File: config.mk
export PLATFORM = sky130hd
export DESIGN_NAME = program_mem_flat
export DESIGN_NICKNAME = d
export VERILOG_FILES = /design/src/rtl/program_mem_if.sv /design/src/rtl/program_mem.sv /design/src/flat_wrapper.sv
export SDC_FILE = /design/constraint.sdc
export NUM_CORES = 1
export LEC_CHECK = 0
export BUFFER_PORTS_ARGS = -buffer_cell sky130_fd_sc_hd__buf_4
export CORE_MARGIN = 5
export CORE_UTILIZATION = 35
export CTS_BUF_LIST = sky130_fd_sc_hd__clkbuf_8 sky130_fd_sc_hd__clkbuf_16
export CTS_CLUSTER_SIZE = 30
export DETAILED_ROUTE_END_ITERATION = 12
export PLACE_DENSITY = 0.73
export RECOVER_POWER = 25
export SETUP_SLACK_MARGIN = 0.02
export SYNTH_ARGS = -nofsm -noshare
export SYNTH_HDL_FRONTEND = slang
export SYNTH_SLANG_ARGS = --single-unit
File: constraint.sdc
create_clock -name clk -period 3.3 [get_ports clk]
set_clock_uncertainty 0.2 [all_clocks]
set_input_delay 0.66 -clock clk [delete_from_list [all_inputs] [get_ports clk]]
set_output_delay 0.66 -clock clk [all_outputs]
set_load 0.02 [all_outputs]
File: src/rtl/program_mem_if.sv
// Fetch-side bus between the RV32E fetch stage (master) and program_mem (slave):
// a valid/ready request channel carrying a byte address and a valid/ready response channel.
interface program_mem_if #(
  parameter int ADDR_W = 32
);
  logic              req_valid;
  logic              req_ready;
  logic [ADDR_W-1:0] req_addr;
  logic              rsp_valid;
  logic              rsp_ready;
  logic [31:0]       rsp_data;
  logic [ADDR_W-1:0] rsp_addr;
  logic [1:0]        rsp_fault;

  modport master (
    output req_valid, req_addr, rsp_ready,
    input  req_ready, rsp_valid, rsp_data, rsp_addr, rsp_fault
  );

  modport slave (
    input  req_valid, req_addr, rsp_ready,
    output req_ready, rsp_valid, rsp_data, rsp_addr, rsp_fault
  );
endinterface

File: src/rtl/program_mem.sv
// Synchronous instruction memory with one-cycle registered fetch latency and fault flags.
// PROG_MEM_LOADER_EN: when defined the array is a loader-writable RAM, otherwise a built-in ROM.
module program_mem #(
  parameter int                DEPTH     = 256,
  parameter int                ADDR_W    = 32,
  parameter logic [ADDR_W-1:0] BASE_ADDR = '0,
  parameter logic [31:0]       NOP_WORD  = 32'h0000_0013
) (
  input  logic              clk,
  input  logic              rst,
  program_mem_if.slave      bus,
  input  logic              flush,
  input  logic              ld_en,
  input  logic [ADDR_W-1:0] ld_addr,
  input  logic [31:0]       ld_data
);
  localparam int IDX_W = (DEPTH > 1) ? $clog2(DEPTH) : 1;

  // Handshake: a request transfers on an edge where req_valid && req_ready, a response
  // transfers where rsp_valid && rsp_ready; an untaken response is held stable.
  function automatic logic in_range(input logic [ADDR_W-1:0] a);
    logic [ADDR_W-1:0] off;
    off = (a - BASE_ADDR) >> 2;
    return (a >= BASE_ADDR) && (off < ADDR_W'(DEPTH));
  endfunction

  function automatic logic [IDX_W-1:0] word_idx(input logic [ADDR_W-1:0] a);
    logic [ADDR_W-1:0] off;
    off = (a - BASE_ADDR) >> 2;
    return IDX_W'(off);
  endfunction

  logic             rsp_valid_q, rsp_valid_d;
  logic [31:0]      rsp_data_q,  rsp_data_d;
  logic [ADDR_W-1:0] rsp_addr_q, rsp_addr_d;
  logic [1:0]       rsp_fault_q, rsp_fault_d;

  logic [1:0]       req_fault;
  logic [IDX_W-1:0] rd_idx;
  logic [31:0]      rd_word;
  logic             req_ready;
  logic             accept;

`ifdef PROG_MEM_LOADER_EN
  logic [31:0] mem_array [DEPTH];

  // No reset on the array; a write and a fetch on the same edge read the old word.
  always_ff @(posedge clk) begin
    if (ld_en && in_range(ld_addr)) mem_array[word_idx(ld_addr)] <= ld_data;
  end

  assign rd_word = mem_array[rd_idx];
`else
  function automatic logic [31:0] enc_r(input logic [6:0] f7, input logic [4:0] rs2,
                                        input logic [4:0] rs1, input logic [2:0] f3,
                                        input logic [4:0] rd);
    return {f7, rs2, rs1, f3, rd, 7'h33};
  endfunction

  function automatic logic [31:0] enc_i(input logic [11:0] imm, input logic [4:0] rs1,
                                        input logic [2:0] f3, input logic [4:0] rd,
                                        input logic [6:0] op);
    return {imm, rs1, f3, rd, op};
  endfunction

  function automatic logic [31:0] enc_s(input logic [11:0] imm, input logic [4:0] rs2,
                                        input logic [4:0] rs1, input logic [2:0] f3);
    return {imm[11:5], rs2, rs1, f3, imm[4:0], 7'h23};
  endfunction

  function automatic logic [31:0] enc_b(input logic [12:1] imm, input logic [4:0] rs2,
                                        input logic [4:0] rs1, input logic [2:0] f3);
    return {imm[12], imm[10:5], rs2, rs1, f3, imm[4:1], imm[11], 7'h63};
  endfunction

  function automatic logic [31:0] enc_u(input logic [19:0] imm, input logic [4:0] rd,
                                        input logic [6:0] op);
    return {imm, rd, op};
  endfunction

  function automatic logic [31:0] enc_j(input logic [20:1] imm, input logic [4:0] rd);
    return {imm[20], imm[10:1], imm[11], imm[19:12], rd, 7'h6f};
  endfunction

  // Self-check program: store/load round trip, arithmetic, a counted loop, then spin.
  function automatic logic [31:0] rom_word(input logic [IDX_W-1:0] i);
    case (32'(i))
      0:       return enc_u(20'h00001, 5'd1, 7'h37);
      1:       return enc_i(12'd5, 5'd0, 3'b000, 5'd2, 7'h13);
      2:       return enc_s(12'd0, 5'd2, 5'd1, 3'b010);
      3:       return enc_i(12'd0, 5'd1, 3'b010, 5'd3, 7'h03);
      4:       return enc_i(12'h010, 5'd3, 3'b110, 5'd4, 7'h13);
      5:       return enc_r(7'h20, 5'd2, 5'd4, 3'b000, 5'd5);
      6:       return enc_b(12'd4, 5'd2, 5'd5, 3'b101);
      7:       return enc_i(12'd1, 5'd0, 3'b000, 5'd6, 7'h13);
      8:       return enc_i(12'd0, 5'd0, 3'b000, 5'd7, 7'h13);
      9:       return enc_i(12'd1, 5'd7, 3'b000, 5'd7, 7'h13);
      10:      return enc_b(12'hffe, 5'd2, 5'd7, 3'b100);
      11:      return enc_j(20'd0, 5'd0);
      default: return NOP_WORD;
    endcase
  endfunction

  assign rd_word = rom_word(rd_idx);

  logic unused_ld;
  assign unused_ld = ^{ld_en, ld_addr, ld_data};
`endif

  assign req_fault = {~in_range(bus.req_addr), |bus.req_addr[1:0]};
  assign rd_idx    = req_fault[1] ? '0 : word_idx(bus.req_addr);
  // A redirect always drains the output register, so the master is never stalled by flush.
  assign req_ready = !rsp_valid_q || bus.rsp_ready || flush;
  assign accept    = bus.req_valid && req_ready;

  always_comb begin
    rsp_valid_d = rsp_valid_q;
    rsp_data_d  = rsp_data_q;
    rsp_addr_d  = rsp_addr_q;
    rsp_fault_d = rsp_fault_q;
    if (flush) begin
      rsp_valid_d = 1'b0;
    end else if (accept) begin
      rsp_valid_d = 1'b1;
      rsp_data_d  = (|req_fault) ? NOP_WORD : rd_word;
      rsp_addr_d  = bus.req_addr;
      rsp_fault_d = req_fault;
    end else if (bus.rsp_ready) begin
      rsp_valid_d = 1'b0;
    end
  end

  always_ff @(posedge clk or posedge rst) begin
    if (rst) begin
      rsp_valid_q <= 1'b0;
      rsp_data_q  <= NOP_WORD;
      rsp_addr_q  <= '0;
      rsp_fault_q <= 2'b00;
    end else begin
      rsp_valid_q <= rsp_valid_d;
      rsp_data_q  <= rsp_data_d;
      rsp_addr_q  <= rsp_addr_d;
      rsp_fault_q <= rsp_fault_d;
    end
  end

  assign bus.req_ready = req_ready;
  assign bus.rsp_valid = rsp_valid_q;
  assign bus.rsp_data  = rsp_data_q;
  assign bus.rsp_addr  = rsp_addr_q;
  assign bus.rsp_fault = rsp_fault_q;
endmodule

File: src/flat_wrapper.sv
// flat-port wrapper written by rule: the top's interface ports become plain ports
module program_mem_flat 
#(
  parameter int                DEPTH     = 256,
  parameter int                ADDR_W    = 32,
  parameter logic [ADDR_W-1:0] BASE_ADDR = '0,
  parameter logic [31:0]       NOP_WORD  = 32'h0000_0013
)
  (clk, rst, flush, ld_en, ld_addr, ld_data, bus_req_valid, bus_req_addr, bus_rsp_ready, bus_req_ready, bus_rsp_valid, bus_rsp_data, bus_rsp_addr, bus_rsp_fault);
  program_mem_if #(.ADDR_W(ADDR_W)) bus_i ();
  input  logic clk;
  input  logic rst;
  input  logic flush;
  input  logic ld_en;
  input  logic [ADDR_W-1:0] ld_addr;
  input  logic [31:0] ld_data;
  input wire logic [$bits(bus_i.req_valid)-1:0] bus_req_valid;
  input wire logic [$bits(bus_i.req_addr)-1:0] bus_req_addr;
  input wire logic [$bits(bus_i.rsp_ready)-1:0] bus_rsp_ready;
  output wire logic [$bits(bus_i.req_ready)-1:0] bus_req_ready;
  output wire logic [$bits(bus_i.rsp_valid)-1:0] bus_rsp_valid;
  output wire logic [$bits(bus_i.rsp_data)-1:0] bus_rsp_data;
  output wire logic [$bits(bus_i.rsp_addr)-1:0] bus_rsp_addr;
  output wire logic [$bits(bus_i.rsp_fault)-1:0] bus_rsp_fault;
  assign bus_i.req_valid = bus_req_valid;
  assign bus_i.req_addr = bus_req_addr;
  assign bus_i.rsp_ready = bus_rsp_ready;
  assign bus_req_ready = bus_i.req_ready;
  assign bus_rsp_valid = bus_i.rsp_valid;
  assign bus_rsp_data = bus_i.rsp_data;
  assign bus_rsp_addr = bus_i.rsp_addr;
  assign bus_rsp_fault = bus_i.rsp_fault;
  program_mem #(.DEPTH(DEPTH), .ADDR_W(ADDR_W), .BASE_ADDR(BASE_ADDR), .NOP_WORD(NOP_WORD)) u_core (.clk(clk), .rst(rst), .bus(bus_i), .flush(flush), .ld_en(ld_en), .ld_addr(ld_addr), .ld_data(ld_data));
endmodule
==> qor.txt <==
run status = finished clean
delay of the slowest cell on the worst path = 0.39 ns
initial antenna violation count = 0
sum of net half-perimeters after detailed placement = 4.68 mm
post-detailed-route wirelength per cell = 15.3 um
required time reported for the critical path endpoint = 3.29 ns
post-layout min period = 2.72 ns
parity-gate share of the synthesized area counting xor and xnor cells = 0%
most common cell after layout, fill and taps aside = buf_4
share of the core filled with cells in the final layout = 48.3%
post-synthesis sequential element count = 56
pin count of the biggest net entering global routing = 80
simple-gate area share of the yosys netlist = 11.7%
Port Buf Inserts = 99
setup repair after global routing missed its margin = no
fraction of final layout cells with drive strength greater than 1 = 50.8%
detailed-route vias per instance = 4.80
number of hold violations in the final report = 0
Clock Root Buffer = clkbuf_8
cell area after synthesis = 2670 sq um
core box area = 7330 sq um
Setup TNS = 0 ns
number of top-level pins = 170
master of the slowest instance on the critical path = nor4_1
overall track demand over capacity in global routing = 13.6%
fraction of synthesized area in multiplexers = 14.3%
Hold Path End = u_core.bus.rsp_data[24]
startpoint of the worst-slack reg-to-reg timing path = u_core.bus.rsp_valid
non-filler instance count after layout = 412
Max Cap Viol = 0
Worst Hold Path Cells = 2
most used cells in the layout excluding fill and tap cells = buf_4 (98), dfrtp_1 (55), mux2_2 (32), nand2_1 (27), o31ai_2 (10)
die width = 97.3 um
Post-CTS Setup Inserts = 0
critical path type = in -> reg
global-route congestion overflow total = 0
type of origin of the critical path = input pin
first-pass GRT wire length = 10.6 mm
Critical Path Source = bus_req_addr[29]
maximum clock path buffer count = 2
worst hold-check slack = 0.282 ns
Initial DRC Count = 90
H-tree level count = 2
Total Nets Final = 420
Peak Freq = 367 MHz
critical register-to-register path endpoint = u_core.bus.rsp_addr[23]
area of the multi-input gates = 1110 sq um
cell area after layout = 3540 sq um
total instance count after detailed placement = 405
Routed Antenna Nets = 0
synthesized area divided by synthesized cell count = 11.8 sq um
buffer and inverter count on the worst path = 2
Reg area = 1400 sq um
height of the die = 97.3 um
dominant combinational cell family by area after synthesis = multiplexers
number of buffers created by CTS = 5
number of detailed-route iterations in the first pass = 4
sink count of the clock tree = 56
path depth of the worst reg2reg path = 4
placement-stage cell area = 3440 sq um
antenna diode count = 0
number of warnings issued by yosys = 0
Initial Utilization = 36.4%
arrival time at the worst endpoint = 2.72 ns
actual transition at the worst max-transition pin = 1.15 ns
worst hold path type = reg -> reg
gate count after technology mapping = 226
cells resized by post-CTS repair = 0
CTS tree = built
Worst R2R Setup Slack = 1.63 ns
cell breakdown of the critical path = buf_4 > nor4_1 > and4_1 > and3_2 > nand2_1 > ha_1 > inv_1 > mux2_2 > a21oi_1 > o31ai_2
register area share after synthesis = 52.6%
Pwr Density = 448 nW/um^2
Routed WL = 6.32 mm
DRC violation count after routing = 0
routability congestion estimate from global placement = 0.763
Leak = 1.69 nW
die footprint = 9470 sq um
area fraction in compound gates after synthesis = 12.5%
count of final max-slew check failures = 0
insertion delay of the later-clocked pin in the worst-skew pair = 0.30 ns
via count = 1977
family of cells with the greatest summed delay on the critical path = simple AND/OR/NAND/NOR gates
worst vdd ir = 0.237 mV
area added between synthesis and finish = 32.6%
hold buffers post-CTS = 0
via count of the first global-routing pass = 2067
worst max-slew margin expressed relative to the limit = 23.0%
hold path startpoint = u_core.bus.rsp_data[24]
setup-violating endpoint count in the final report = 0
fill cell total of the finished layout = 682
area share of fa/ha/maj cells after synthesis = 2.34%
number of different library cells in the post-synthesis netlist = 38
Crit. End Element = flop
maximum fanout along the worst path = 5
Worst-path clk slew = 0.10 ns
Rows = 31
final worst-path cycle share = 82.5%
## layout make-up
| type | count | share of cell area, % |
|---|---|---|
| clock buffers | 7 | 2.72 |
| inverters | 5 | 0.530 |
| repair buffers | 102 | 22.3 |
| flip-flops and latches | 56 | 39.6 |
| well taps | 99 | 3.50 |
| multi-input cells | 143 | 31.3 |
## Yosys cell counts
library cell	n	area, sq um
o31ai_2	10	125
and4_4	1	11.3
mux2_2	32	360
conb_1	2	7.51
clkbuf_1	4	15.0
inv_1	5	18.8
dfrtp_1	55	1380
buf_6	1	11.3
nor2_2	1	6.26
and2_1	2	12.5
ha_1	5	62.6
buf_2	7	35.0
o31a_2	1	10.0
dfstp_2	1	26.3
nand2b_1	4	25.0
a2bb2oi_1	1	8.76
o41ai_1	4	35.0
o211a_1	1	10.0
nor4_4	1	21.3
buf_4	11	82.6
a22oi_1	6	45.0
o21ai_0	6	30.0
nor4_1	5	31.3
nand4_1	1	6.26
nand4b_1	1	8.76
nor2b_1	3	18.8
a21oi_1	8	40.0
o31ai_1	4	30.0
nand3b_1	1	7.51
buf_1	2	7.51
nor2_1	6	22.5
or2_2	1	6.26
nand2_1	27	101
nand2_4	1	11.3
and4_1	1	8.76
nand3_1	1	5.00
mux2i_1	2	20.0
and3_2	1	7.51
## power by group
group	internal [mW]	switching, mW	total (mW)
Clock	0.188	0.212	0.399
Combinational	0.185	0.210	0.394
Sequential	0.757	0.0366	0.793
## state kept, by name, indices dropped and copies added (netlist names)
name / flops
u_core.bus.rsp_valid: 1
u_core.bus.rsp_data: 21
u_core.bus.rsp_fault: 2
u_core.bus.rsp_addr: 32
## worst max path at each step
stage	end	slack, ns	cells past startpoint
floorplan	u_core.bus.rsp_data[15]	0.62	10
global placement	u_core.bus.rsp_data[15]	0.25	10
detailed placement	u_core.bus.rsp_data[15]	0.21	10
CTS	u_core.bus.rsp_data[15]	0.55	10
global route	u_core.bus.rsp_data[15]	0.39	10
finish	u_core.bus.rsp_data[15]	0.58	10
## metrics by stage
step / worst slack, ns / total power, mW
4_1_cts: 0.549 / 1.61
6_report: 0.577 / 1.59
5_1_grt: 0.394 / 1.67
3_3_place_gp: 0.254 / 1.20
3_5_place_dp: 0.212 / 1.21
2_1_floorplan: 0.619 / 1.02
## routing by layer
layer / wire length (um) / track usage (%) / vias to the layer above
met3: 495 / 4.95 / 4
met1: 2660 / 16.9 / 952
met5: 0 / 0 / -
li1: - / - / 952
met2: 3120 / 22.7 / 69
met4: 40 / 3.19 / 0
## cell families (layout without fill, tap and decap cells)
kind of cell,Yosys count,count (layout)
AND/OR/NAND/NOR,58,58
buffers and inverters,30,114
AO/OA/AOI/OAI,41,41
other,2,5
flip-flops,56,56
multiplexers,34,34
adder cells (fa/ha/maj),5,5
## worst reg2reg max path, cell delays in order (launching register included)
cell and delay (ns):
dfrtp_1 0.36, nand2b_1 0.08, nand3b_1 0.14, buf_12 0.33, mux2_2 0.44
(Power assumes the default switching activity.)
